$ cat config.mk
export PLATFORM = sky130hd
export DESIGN_NAME = fetch_pc_gen
export DESIGN_NICKNAME = d
export VERILOG_FILES = /design/src/rtl/fetch_pc_gen.sv
export SDC_FILE = /design/constraint.sdc
export NUM_CORES = 1
export LEC_CHECK = 0
export BUFFER_PORTS_ARGS = -buffer_cell sky130_fd_sc_hd__buf_2
export CAP_MARGIN = 20
export CORE_ASPECT_RATIO = 0.75
export CORE_MARGIN = 8
export CORE_UTILIZATION = 40
export CTS_CLUSTER_DIAMETER = 50
export DETAILED_ROUTE_END_ITERATION = 10
export GPL_ROUTABILITY_DRIVEN = 0
export GPL_TIMING_DRIVEN = 1
export PLACE_DENSITY_LB_ADDON = 0.1
export SLEW_MARGIN = 10
export SYNTH_ARGS = -nofsm -noshare
export SYNTH_HDL_FRONTEND = slang
export SYNTH_SLANG_ARGS = --single-unit
$ cat constraint.sdc
create_clock -name clk -period 4.8 [get_ports clk]
set_input_delay 0.24 -clock clk [delete_from_list [all_inputs] [get_ports clk]]
set_output_delay 0.24 -clock clk [all_outputs]
set_load 0.03 [all_outputs]
$ cat src/rtl/fetch_pc_gen.sv
// fetch_pc_gen: fetch program-counter generator.
// Issues one fetch at a time and waits for the decoder's next-PC response.
// If the offset is tagged (locked), it waits for the matching CDB broadcast.
// A ROB redirect overrides everything except the BOOT cycle.
// Optional feature: define FETCH_PC_ALIGN_CHK_EN to enable target alignment checking.
// With it enabled, a misaligned target halts fetch and pulses align_err.
module fetch_pc_gen #(
    parameter int unsigned       ADDR_W   = 32,
    parameter int unsigned       LOCK_W   = 3,
    parameter int unsigned       NUM_CDB  = 2,
    parameter logic [ADDR_W-1:0] RESET_PC = '0
) (
    input  logic                        clk,
    input  logic                        rst,
    input  logic                        stall,
    output logic                        req_valid,
    input  logic                        req_ready,
    output logic [ADDR_W-1:0]           pc,
    input  logic                        dec_valid,
    input  logic [LOCK_W-1:0]           dec_lock,
    input  logic [ADDR_W-1:0]           dec_offset,
    input  logic [NUM_CDB-1:0]          cdb_valid,
    input  logic [NUM_CDB*LOCK_W-1:0]   cdb_tag,
    input  logic [NUM_CDB*ADDR_W-1:0]   cdb_result,
    input  logic                        rob_redirect,
    input  logic [ADDR_W-1:0]           rob_npc,
    output logic                        locked,
    output logic                        align_err
);

    typedef enum logic [2:0] {
        S_BOOT,
        S_RUN,
        S_WAIT_DEC,
        S_LOCKED,
        S_HALT
    } state_t;

    state_t              state, state_n;
    logic [ADDR_W-1:0]   pc_n;
    logic [LOCK_W-1:0]   tag_q, tag_n;
    logic [LOCK_W-1:0]   look_tag;
    logic                cdb_hit;
    logic [ADDR_W-1:0]   cdb_res;
    logic                load;
    logic [ADDR_W-1:0]   target;
`ifdef FETCH_PC_ALIGN_CHK_EN
    logic                align_q, align_n;
`endif

    // Outputs that are pure functions of the state register (plus the stall gate).
    assign req_valid = (state == S_RUN) && !stall;
    assign locked    = (state == S_LOCKED);

    // CDB lookup for the tag being bypassed (WAIT_DEC) or waited on (LOCKED); lowest channel wins
    always_comb begin
        look_tag = (state == S_WAIT_DEC) ? dec_lock : tag_q;
        cdb_hit  = 1'b0;
        cdb_res  = '0;
        for (int i = int'(NUM_CDB) - 1; i >= 0; i--) begin
            if (cdb_valid[i] && (look_tag != '0) &&
                (cdb_tag[i*LOCK_W +: LOCK_W] == look_tag)) begin
                cdb_hit = 1'b1;
                cdb_res = cdb_result[i*ADDR_W +: ADDR_W];
            end
        end
    end

    // Next-state, next-pc and tag update; redirect has priority outside BOOT
    always_comb begin
        state_n = state;
        pc_n    = pc;
        tag_n   = tag_q;
        load    = 1'b0;
        target  = pc;
`ifdef FETCH_PC_ALIGN_CHK_EN
        align_n = 1'b0;
`endif
        if ((state != S_BOOT) && rob_redirect) begin
            load   = 1'b1;
            target = rob_npc;
        end else begin
            case (state)
                S_BOOT: state_n = S_RUN;
                S_RUN: begin
                    if (req_valid && req_ready) state_n = S_WAIT_DEC;
                end
                S_WAIT_DEC: begin
                    if (dec_valid) begin
                        if (dec_lock == '0) begin
                            load   = 1'b1;
                            target = pc + dec_offset;
                        end else if (cdb_hit) begin
                            load   = 1'b1;
                            target = pc + cdb_res;
                        end else begin
                            tag_n   = dec_lock;
                            state_n = S_LOCKED;
                        end
                    end
                end
                S_LOCKED: begin
                    if (cdb_hit) begin
                        load   = 1'b1;
                        target = pc + cdb_res;
                    end
                end
                default: ; // HALT leaves only through redirect or reset
            endcase
        end
        if (load) begin
            tag_n = '0;
`ifdef FETCH_PC_ALIGN_CHK_EN
            if (target[1:0] != 2'b00) begin
                state_n = S_HALT;
                align_n = 1'b1;
            end else begin
                pc_n    = target;
                state_n = S_RUN;
            end
`else
            pc_n    = target;
            state_n = S_RUN;
`endif
        end
    end

    // State, pc and stored lock tag registers
    always_ff @(posedge clk) begin
        if (!rst) begin
            state <= S_BOOT;
            pc    <= RESET_PC;
            tag_q <= '0;
        end else begin
            state <= state_n;
            pc    <= pc_n;
            tag_q <= tag_n;
        end
    end

`ifdef FETCH_PC_ALIGN_CHK_EN
    // One-cycle misalignment pulse
    always_ff @(posedge clk) begin
        if (!rst) align_q <= 1'b0;
        else      align_q <= align_n;
    end
    assign align_err = align_q;
`else
    assign align_err = 1'b0;
`endif

endmodule

==> results_dict.tcl <==
set metrics [dict create \
    vias 7196 \
    synth-edff-count 0 \
    port_buffers 178 \
    syn_nets 1035 \
    cts_tree "yes" \
    synthDominantAreaCellType "ha_1" \
    fin_ws_ns 0.06984 \
    synthDistinctLibCells 67 \
    synth_most_common_cell "a21oi_1" \
    maxCapViolCount 0 \
    finalSetupViolCount 0 \
    core_um2 14550 \
    finalCritPeriodShare 0.9855 \
    ir_worst_vdd_v 0.0002593 \
    vias_per_cell 5.903 \
    syn_area_um2 5971 \
    finClkSkew_ns 0.007229 \
    cts-hold-fix-buffers 0 \
    relSlewSlack 0.3748 \
    htreeDepth 2 \
    wirelength_um 24000 \
    startpoint_type "register" \
    synth_top_flop_cell "dfxtp_1" \
    synth_common_cells "a21oi_1, nand2_1, ha_1" \
    power_leakage_nw 3.702 \
    nets 1233 \
    dieHeight_um 121.8 \
    hold_violations 0 \
    postSynthCellCount 821 \
    period_minus_slack_ns 4.730 \
    cts_sinks 37 \
    min_path_type "in2reg" \
    critical_path_class "reg2reg" \
    post-place-ws_ns -0.3445 \
    area_growth_pct 29.76 \
    grt.overflow.total 0 \
    clkTransAtPathRegs_ns 0.06 \
    row_count 38 \
    ys_seq_area_frac 0.1241 \
    antenna_left 0 \
    start_util 0.4104 \
    required_ns 4.99 \
    slew_violations 0 \
    yosys_register_bits 37 \
    grt_pass1_wl_um 36630 \
    worstPathMaxFanout 7 \
    antenna_found_initial 0 \
    syn_avg_cell_area_um2 7.273 \
    power_per_cell_area_nw_per_um2 369.0 \
    route.detailed.drc 0 \
    dp_hpwl_um 18570 \
    dr.pass1.iters 5 \
    timing.fmax_mhz 211.4 \
    clkLatencyLatePin_ns 0.29 \
    drive_gt1_frac 0.2836 \
    cts_made_buffers 5 \
    status "completed" \
    arrival_ns 4.92 \
    holdWs_ns 0.1807 \
    dieArea_um2 19130 \
    drtIter0Drc 603 \
    synth_async_sr_flop_share 0 \
    diodes 0 \
    worst_pin_slew_ns 0.9335 \
    yosys.area.top_type_share 0.1404 \
    cts-root-buf "clkbuf_16" \
    wire_per_inst_um 19.69 \
    ioPinCount 180 \
    grt_max_degree 42 \
    rsz0062_at_grt "true" \
    yosys_warnings 0 \
    grt_pass1_vias 6938 \
    yosys-top-cells-area "ha_1, dfxtp_1, a21oi_1" \
    die_width_um 157.1 \
    crit_path_end_kind "register" \
    grtUsageTotal 0.2395 \
    cts_max_path_buffers 2 \
]
-- kinds of logic after synthesis --
family	count (synthesis)	share of synthesized area
adder cells (fa/ha/maj)	69	0.1471
flip-flops	37	0.1241
AO/OA/AOI/OAI	354	0.4021
multiplexers	17	0.02996
other	1	0.0006281
buffers and inverters	68	0.04882
AND/OR/NAND/NOR	227	0.1769
XOR/XNOR	48	0.07041
-- worst paths after layout --
kind	from	to	slack, ns	depth (start not counted)
worst max-delay path	state[0]	pc[26]	0.07	21
worst min-delay path	rob_npc[19]	pc[19]	0.18	3
worst max register to register	state[0]	pc[26]	0.07	21
worst min register to register	tag_q[2]	tag_q[2]	0.51	2
-- placed cells by master (no fill, tap or decap), types with 8 or more instances in the layout --
master	instances
nand2b_1	11
a21o_1	36
ha_1	58
and3_1	11
a21oi_1	79
or3_1	9
o21ai_0	51
inv_1	19
mux2i_1	13
xnor2_1	26
a31oi_1	12
nand2_1	78
buf_2	178
o21ai_1	10
a22o_1	32
a211oi_1	16
nand3_1	23
dfxtp_1	36
o211ai_1	28
nor3_1	15
nor2_1	52
o21bai_1	8
xor2_1	22
buf_4	54
-- critical path, stage by stage, from the launching register on --
cell and delay, ns:
dfxtp_2 0.33, inv_2 0.05, ha_4 0.16, mux2_4 0.31, buf_6 0.13, or3_1 0.33, a211o_1 0.33, a21oi_4 0.21
nor2b_4 0.11, buf_6 0.13, a22o_1 0.22, ha_4 0.28, a21oi_2 0.15, o211ai_1 0.12, or4_1 0.42, o21ai_2 0.20
o21ai_4 0.09, a221o_1 0.35, a21boi_2 0.18, xor2_1 0.18, o211ai_1 0.11, a32o_1 0.24
-- layer usage --
metal | vias to the layer above | GRT usage | wire [um] | part of all wire
met5 | - | 0 | 0 | 0
met4 | 0 | 0.04448 | 258 | 0.011
met3 | 25 | 0.06369 | 2407 | 0.10
met2 | 335 | 0.3605 | 9994 | 0.42
met1 | 3301 | 0.3388 | 11340 | 0.47
li1 | 3535 | - | - | -
-- state kept, by name, indices dropped and copies added, names as in the netlist --
signal,flops
pc,32
state,2
tag_q,3
-- report_power, final --
part | leakage (nW) | switching, mW | internal, mW | total, mW
registers | 0.303 | 0.136 | 0.393 | 0.529
logic | 3.33 | 1.18 | 0.799 | 1.98
clock network | 0.0700 | 0.144 | 0.205 | 0.348
-- area by class of cell --
| cell class | instances | area, um2 |
|---|---|---|
| sequential | 37 | 742.0 |
| clock buffer | 7 | 142.6 |
| tap | 200 | 250.2 |
| fill | 1465 | 6802 |
| timing repair buffer | 237 | 1356 |
| inverter | 21 | 78.83 |
| multi-input combinational | 717 | 5177 |
-- repair_timing --
action	CTS	global route
setup buffers	3	6
gates cloned	1	0
resized for setup	7	36
setup endpoints to repair	20	18
pin swaps	5	6
endpoints found under the hold margin	0	0
-- through the flow --
stage,cell area [um2],instances,util,setup TNS (ns),total power [mW]
2_1_floorplan,6001,821,-,-0.03094,1.822
3_3_place_gp,7310,1202,0.5024,-2.125,2.404
3_5_place_dp,7310,1202,0.5024,-3.970,2.407
4_1_cts,7506,1213,0.5159,-0.01648,2.765
5_1_grt,7747,1219,0.5325,-0.2277,3.070
6_report,7747,1219,0.5325,0,2.858
(Power assumes the default switching activity.)
